[src/rtl/neuron_accumulate.sv]
// neuron_accumulate
// Sums one neuron's signed MAC products over a variable-length vector.
// On the last term it rounds half-up, drops the FRAC_BITS product scaling,
// optionally applies ReLU and saturates to NO_OF_BITS signed. The result is
// held on a valid/ready output until it is taken.
//
// Ports
//   clk        single clock, rising edge
//   reset      synchronous, active-high
//   in         signed 2*NO_OF_BITS product from the MAC
//   in_valid   in carries a term
//   in_last    final term of the vector (qualified by in_valid)
//   in_ready   a term is accepted this cycle (combinational from out_ready)
//   out        signed NO_OF_BITS result
//   out_valid  out / out_sat / out_count valid
//   out_ready  downstream takes the result
//   out_sat    result was clipped to the signed range
//   out_count  number of terms in the vector, including the last
module neuron_accumulate #(
    parameter int NO_OF_BITS = 16,
    parameter int FRAC_BITS  = 8,
    parameter int ACC_BITS   = 40,
    parameter bit RELU       = 1'b1
) (
    input  logic                    clk,
    input  logic                    reset,
    input  logic [2*NO_OF_BITS-1:0] in,
    input  logic                    in_valid,
    input  logic                    in_last,
    output logic                    in_ready,
    output logic [NO_OF_BITS-1:0]   out,
    output logic                    out_valid,
    input  logic                    out_ready,
    output logic                    out_sat,
    output logic [15:0]             out_count
);

    localparam int PW = 2 * NO_OF_BITS;

    // Rounding offset and the signed output range, all at accumulator width.
    localparam logic signed [ACC_BITS-1:0] HALF = ACC_BITS'(1) << (FRAC_BITS - 1);
    localparam logic signed [ACC_BITS-1:0] MAXV = (ACC_BITS'(1) << (NO_OF_BITS - 1)) - ACC_BITS'(1);
    localparam logic signed [ACC_BITS-1:0] MINV = ~MAXV;

    logic signed [ACC_BITS-1:0] acc;
    logic        [15:0]         cnt;

    logic                       accept;
    logic signed [ACC_BITS-1:0] term;
    logic signed [ACC_BITS-1:0] sum;
    logic signed [ACC_BITS-1:0] rnd;
    logic signed [ACC_BITS-1:0] act;
    logic        [NO_OF_BITS-1:0] res;
    logic                       res_sat;
    logic        [15:0]         cnt_inc;

    // A pending, untaken result blocks the input so it cannot be overwritten.
    assign in_ready = !(out_valid && !out_ready);
    assign accept   = in_valid && in_ready;

    assign term    = {{(ACC_BITS - PW){in[PW-1]}}, in};
    assign sum     = acc + term;
    assign cnt_inc = (cnt == 16'hFFFF) ? cnt : cnt + 16'd1;

    always_comb begin
        rnd     = (sum + HALF) >>> FRAC_BITS;
        act     = (RELU && rnd[ACC_BITS-1]) ? '0 : rnd;
        res     = act[NO_OF_BITS-1:0];
        res_sat = 1'b0;
        if (act > MAXV) begin
            res     = MAXV[NO_OF_BITS-1:0];
            res_sat = 1'b1;
        end else if (act < MINV) begin
            res     = MINV[NO_OF_BITS-1:0];
            res_sat = 1'b1;
        end
    end

    always_ff @(posedge clk) begin
        if (reset) begin
            acc       <= '0;
            cnt       <= '0;
            out       <= '0;
            out_valid <= 1'b0;
            out_sat   <= 1'b0;
            out_count <= '0;
        end else begin
            // Handshake clears valid; a last term accepted in the same cycle
            // reloads it below, so back-to-back results have no bubble.
            if (out_valid && out_ready)
                out_valid <= 1'b0;
            if (accept) begin
                if (in_last) begin
                    out       <= res;
                    out_sat   <= res_sat;
                    out_count <= cnt_inc;
                    out_valid <= 1'b1;
                    acc       <= '0;
                    cnt       <= '0;
                end else begin
                    acc <= sum;
                    cnt <= cnt_inc;
                end
            end
        end
    end

endmodule

[config.mk]
export PLATFORM = sky130hd
export DESIGN_NAME = neuron_accumulate
export DESIGN_NICKNAME = d
export VERILOG_FILES = /design/src/rtl/neuron_accumulate.sv
export SDC_FILE = /design/constraint.sdc
export NUM_CORES = 1
export LEC_CHECK = 0
export CAP_MARGIN = 40
export CORE_MARGIN = 5
export CORE_UTILIZATION = 26
export CTS_CLUSTER_SIZE = 30
export DETAILED_ROUTE_END_ITERATION = 8
export PLACE_DENSITY_LB_ADDON = 0.1
export SETUP_SLACK_MARGIN = 0.3
export SLEW_MARGIN = 20
export SYNTH_ARGS = -nofsm -noshare
export SYNTH_HDL_FRONTEND = slang
export SYNTH_SLANG_ARGS = --single-unit
[constraint.sdc]
create_clock -name clk -period 15.78 [get_ports clk]
set_input_delay 4.734 -clock clk [delete_from_list [all_inputs] [get_ports clk]]
set_output_delay 4.734 -clock clk [all_outputs]
set_load 0.02 [all_outputs]
==> flow_metrics.py <==
metrics = {
    "timing": {
        "fin_skew_ps": 15.0,
        "fin_crit_ps": 10730,
        "min_period_over_period_pct": 68.0,
        "worst_pin_slew_ps": 800,
        "rsz0062_at_grt": "no",
        "fin_setup_tns_ps": 0,
        "slew_viol_final": 0,
        "hold_violations": 0,
        "relSlewSlack_pct": 46.3,
        "hold_slack_ps": 454,
        "setup_viol": 0,
        "fmax_mhz": 93.2,
        "setup_ws_ps": 5050,
    },
    "layout": {
        "layoutNonFillerInstCount": 1314,
        "drive_above_1_share_pct": 6.27,
        "final_common_cell": "nor2_1",
        "syn_to_final_growth_pct": 18.4,
        "antenna_cells": 0,
        "final_cell_mix": "nor2_1, dfxtp_1, nand2_1",
        "fin_nets": 1047,
    },
    "job": {
        "max-cap-violations": 0,
    },
    "floorplan": {
        "fp.dieW_um": 175,
        "die_area_um2": 30800,
        "initial_core_util_pct": 26.4,
        "fp.dieH_um": 175,
        "coreArea_um2": 27000,
        "row_count": 60,
        "ios": 72,
    },
    "pwr": {
        "total_power_mw": 0.695,
        "power.switching_mw": 0.260,
        "vdd_drop_max_mv": 0.0412,
        "seqPwrFrac_pct": 35.3,
        "intPower_mw": 0.435,
        "pwr-share-comb_pct": 31.4,
        "power_density_nw_per_um2": 82.6,
        "switching_share_pct": 37.4,
        "power_frac_clock_pct": 33.3,
        "p_leak_nw": 3.18,
    },
    "cts": {
        "clkTransAtPathRegs_ps": 70,
        "cts-resized-gates": 0,
        "cts_setup_buffers": 0,
        "numCtsBuffers": 9,
        "cts_hold_buf": 0,
        "clkSinkCount": 90,
        "clk_latency_ps": 370,
        "cts_tree": "yes",
        "cts-root-buf": "clkbuf_16",
        "clockBufferDepth": 2,
        "htreeDepth": 3,
    },
    "grt": {
        "grt-ovfl-total": 0,
        "grt_start_max_net_pins": 51,
        "gr-usage-all-layers_pct": 15.4,
        "grt_pass1_wl_mm": 38.4,
        "grt_pass1_vias": 6773,
        "antenna_found_initial": 0,
    },
    "synthesis": {
        "syn_nets": 1010,
        "async_flop_share_pct": 0,
        "ys_types": 78,
        "synth_area_leaders": "dfxtp_1, ha_1, nor2_1",
        "syn_inst": 931,
        "ys.flop_type": "dfxtp_1",
        "ys_seq_area_share_pct": 25.3,
        "ys_ff_latch": 90,
        "yosysTopAreaCell": "dfxtp_1",
        "synth_top_area_share_pct": 25.3,
        "syn_area_um2": 7110,
        "postSynthAreaPerCell_um2": 7.64,
        "ys.warnings.count": 0,
        "synth_edf_count": 0,
    },
    "setup_path": {
        "cp_max_fo": 5,
        "cp-end-kind": "primary output",
        "cp_data_required_time_ps": 11050,
        "critPathArrivalTime_ps": 6000,
        "cp-start-kind": "input pin",
        "worstSetupPathType": "input pin to primary output",
    },
    "place": {
        "dp_slack_ps": 5060,
        "dp_cells": 1298,
        "dp_hpwl_mm": 18.3,
        "routabilityCongestion": 0.862,
        "io_buffers": 71,
    },
    "run_status": {
        "status": "completed",
    },
    "detailed_routing": {
        "vias_per_cell": 5.29,
        "routed-via-count": 6945,
        "drt-total-wl_mm": 23.9,
        "wl_per_cell_um": 18.2,
        "postRouteAntennaNets": 0,
        "firstDrtPassIters": 5,
        "drcViolationCount": 0,
        "drt_iter0_drc": 435,
    },
    "worst_hold_path": {
        "hp-class": "flip-flop to flip-flop",
    },
}
==> per-layer routing <==
metal / share of wire (%) / GRT usage, %
met1: 50 / 21.9
met2: 45 / 24.6
met5: 0 / 0
met3: 3.5 / 1.94
met4: 1.8 / 4.35
==> kinds of logic (layout without fill, tap and decap cells) <==
logic type / Yosys count / count (layout) / share of synthesized area (%)
AO/OA/AOI/OAI: 300 / 300 / 29.4
flip-flops: 90 / 90 / 25.3
AND/OR/NAND/NOR: 366 / 366 / 25.2
multiplexers: 8 / 8 / 1.25
XOR/XNOR: 58 / 58 / 7.25
buffers and inverters: 67 / 109 / 4.03
adder cells (fa/ha/maj): 42 / 42 / 7.50
==> worst max-delay path: stages <==
cell	delay (ps)
clkdlybuf4s50_1	450
nand2b_1	180
clkdlybuf4s50_1	640
==> synth_stat cells (all sizes together) (4+ instances only) <==
master / count
a32oi: 6
buf: 16
a31oi: 10
nor4: 10
nor3: 21
and2: 15
and4: 4
a22oi: 44
o21a: 7
nand3b: 4
mux2: 4
clkbuf: 38
a211o: 6
nor2b: 7
nor2: 129
a21oi: 71
o31ai: 6
and3: 18
nand2: 84
o21bai: 7
o21ai: 54
a21o: 16
or3: 10
a311oi: 10
a211oi: 29
o211ai: 9
dfxtp: 90
mux2i: 4
xnor2: 31
xor2: 27
ha: 41
nand2b: 6
nand3: 23
nand4: 24
inv: 13
==> power by group through the flow <==
| stage | combinational, mW | clock, mW | sequential, mW |
|---|---|---|---|
| after floorplan | 0.141 | 0 | 0.256 |
| after global placement | 0.218 | 0 | 0.251 |
| after detailed placement | 0.219 | 0 | 0.251 |
| after CTS | 0.220 | 0.240 | 0.246 |
| after global routing | 0.241 | 0.246 | 0.247 |
| final | 0.218 | 0.231 | 0.246 |
==> area by class of cell <==
class	instances	area, um2
fillers	2915	18500
multi-input cells	774	5030
flip-flops and latches	90	1800
repair buffers	80	803
well taps	341	427
clock buffers	9	225
clock inverters	7	81.3
inverters	13	48.8
==> through the flow <==
step | instance area, um2 | util, %
finish | 8410 | 31.2
detailed placement | 8110 | 30.1
global route | 8410 | 31.2
CTS | 8410 | 31.2
global placement | 8050 | 29.9
floorplan | 7110 | -
==> flip-flops by register name, indices dropped and copies added (netlist names) <==
name and flops:
out_valid 1, cnt 16, acc 40, out_count 16, out 16, out_sat 1
==> path summary, 6_finish.rpt <==
kind	from	end	depth (start not counted)	slack, ps
hold / removal	acc[0]	acc[0]	2	450
hold reg to reg	acc[0]	acc[0]	2	450
setup reg to reg	acc[12]	out[4]	13	10680
setup / recovery	out_ready	in_ready	3	5050
(Power assumes the default switching activity.)
==> RTL change (same settings) <==
Change the parameter `RELU` from 1'b1 to 1'b0.
--- a/src/rtl/neuron_accumulate.sv
+++ b/src/rtl/neuron_accumulate.sv
@@ -22,3 +22,3 @@
     parameter int ACC_BITS   = 40,
-    parameter bit RELU       = 1'b1
+    parameter bit RELU       = 1'b0
 ) (
Formal check against the unedited RTL: not equivalent (a bounded check fails within 4 cycles, from zero or initial values and one cycle with reset high).
==> RTL change against the unedited design <==
  * Design area increased by 2.5%
  * Routed wire length grew 2.0%
  * Synthesized area grew 2.3%
  * Total power up 2.4%
  * Setup slack improved by 0.039 ns
  * Sequential cell count stayed put
  * Global-route usage is essentially flat
  * Largest cell class unchanged
==> RTL change: results (changes against the unedited design) <==
\begin{tabular}{lr}
\hline
Metric & Value \\
\hline
\multicolumn{2}{l}{\textbf{Placement}} \\
\quad Dpl cells & 1,364 (+5.1\%) \\
\quad Setup slack at placement & 5.08 ns (+0.0215 ns) \\
\quad Total placed instance area & 0.00831 mm\^{}2 (+2.5\%) \\
\quad Placer's final routability congestion estimate & 0.821 (-4.8\%) \\
\quad HPWL after DPL & 18,500 um (+1.1\%) \\
\multicolumn{2}{l}{\textbf{Yosys}} \\
\quad Register area share after synthesis & 24.8\% (-0.56 points) \\
\quad Top post-synthesis cells by count & nor2\_1, a21oi\_1, dfxtp\_1 \\
\quad Synthesized net count & 1,041 (+3.1\%) \\
\multicolumn{2}{l}{\textbf{Global routing}} \\
\quad Global-route wire length before repair & 38,600 um (+0.43\%) \\
\quad Global-route track usage on met2 & 25.2\% (+0.58 points) \\
\quad Met1 Usage GRT & 21.7\% (-0.21 points) \\
\multicolumn{2}{l}{\textbf{Outcome}} \\
\quad Run status & finished clean \\
\multicolumn{2}{l}{\textbf{Cells and area}} \\
\quad Number of nets in the layout & 1,077 (+2.9\%) \\
\quad Fraction of final layout cells with drive strength greater than 1 & 5.98\% (-0.29 points) \\
\quad Fill cell count & 3,018 (+3.5\%) \\
\multicolumn{2}{l}{\textbf{Power and ir drop}} \\
\quad Portion of total power attributed to the clock network & 32.8\% (-0.5 points) \\
\quad Power density cells & 82.5 mW/mm\^{}2 (-0.13\%) \\
\quad Leak pwr & 3.14 nW (-1.4\%) \\
\quad Maximum vdd drop & 0.0000444 V (+7.8\%) \\
\multicolumn{2}{l}{\textbf{Route}} \\
\quad Routed wire length per instance & 17.7 um (-3.0\%) \\
\quad Final wirelength & 24,400 um (+2.0\%) \\
\quad First DRT Iteration DRCs & 369 (-15\%) \\
\multicolumn{2}{l}{\textbf{STA}} \\
\quad Skew final & 0.0106 ns (-0.00442 ns) \\
\quad Worst max-slew margin expressed relative to the limit & 48.2\% (+1.9 points) \\
\multicolumn{2}{l}{\textbf{Setup path}} \\
\quad Maximum net fanout on the critical path & 4 (-1) \\
\quad CP arrival & 5.96 ns (-0.04 ns) \\
\hline
\end{tabular}
==> RTL change: path summary, 6_finish.rpt <==
kind | startpoint | end | slack, ns | depth (start not counted)
setup / recovery | out_ready | in_ready | 5.08 | 3
hold / removal | out_count[0] | out_count[0] | 0.46 | 2
setup reg to reg | acc[9] | out[12] | 10.17 | 15
hold reg to reg | out_count[0] | out_count[0] | 0.46 | 2
==> RTL change: kinds of logic (layout without fill, tap and decap cells) <==
logic type                 after synthesis  after routing
xor gates and xnor gates                63             63
DFF                                     90             90
muxes                                    9              9
buffers and inverters                   71            112
and+or+nand+nor                        382            382
adders and majority gates               42             42
AOI/OAI and AO/OA                      305            305
==> RTL change: cell type report <==
type,count,area (um^2),area share (%)
Clock buffer,10,229,2.66
Multi-Input combinational cell,801,5190,60.2
Sequential cell,90,1800,20.9
Inverter,16,60.1,0.696
Timing Repair Buffer,80,790,9.16
Clock inverter,6,78.8,0.914
Tap cell,378,473,5.48
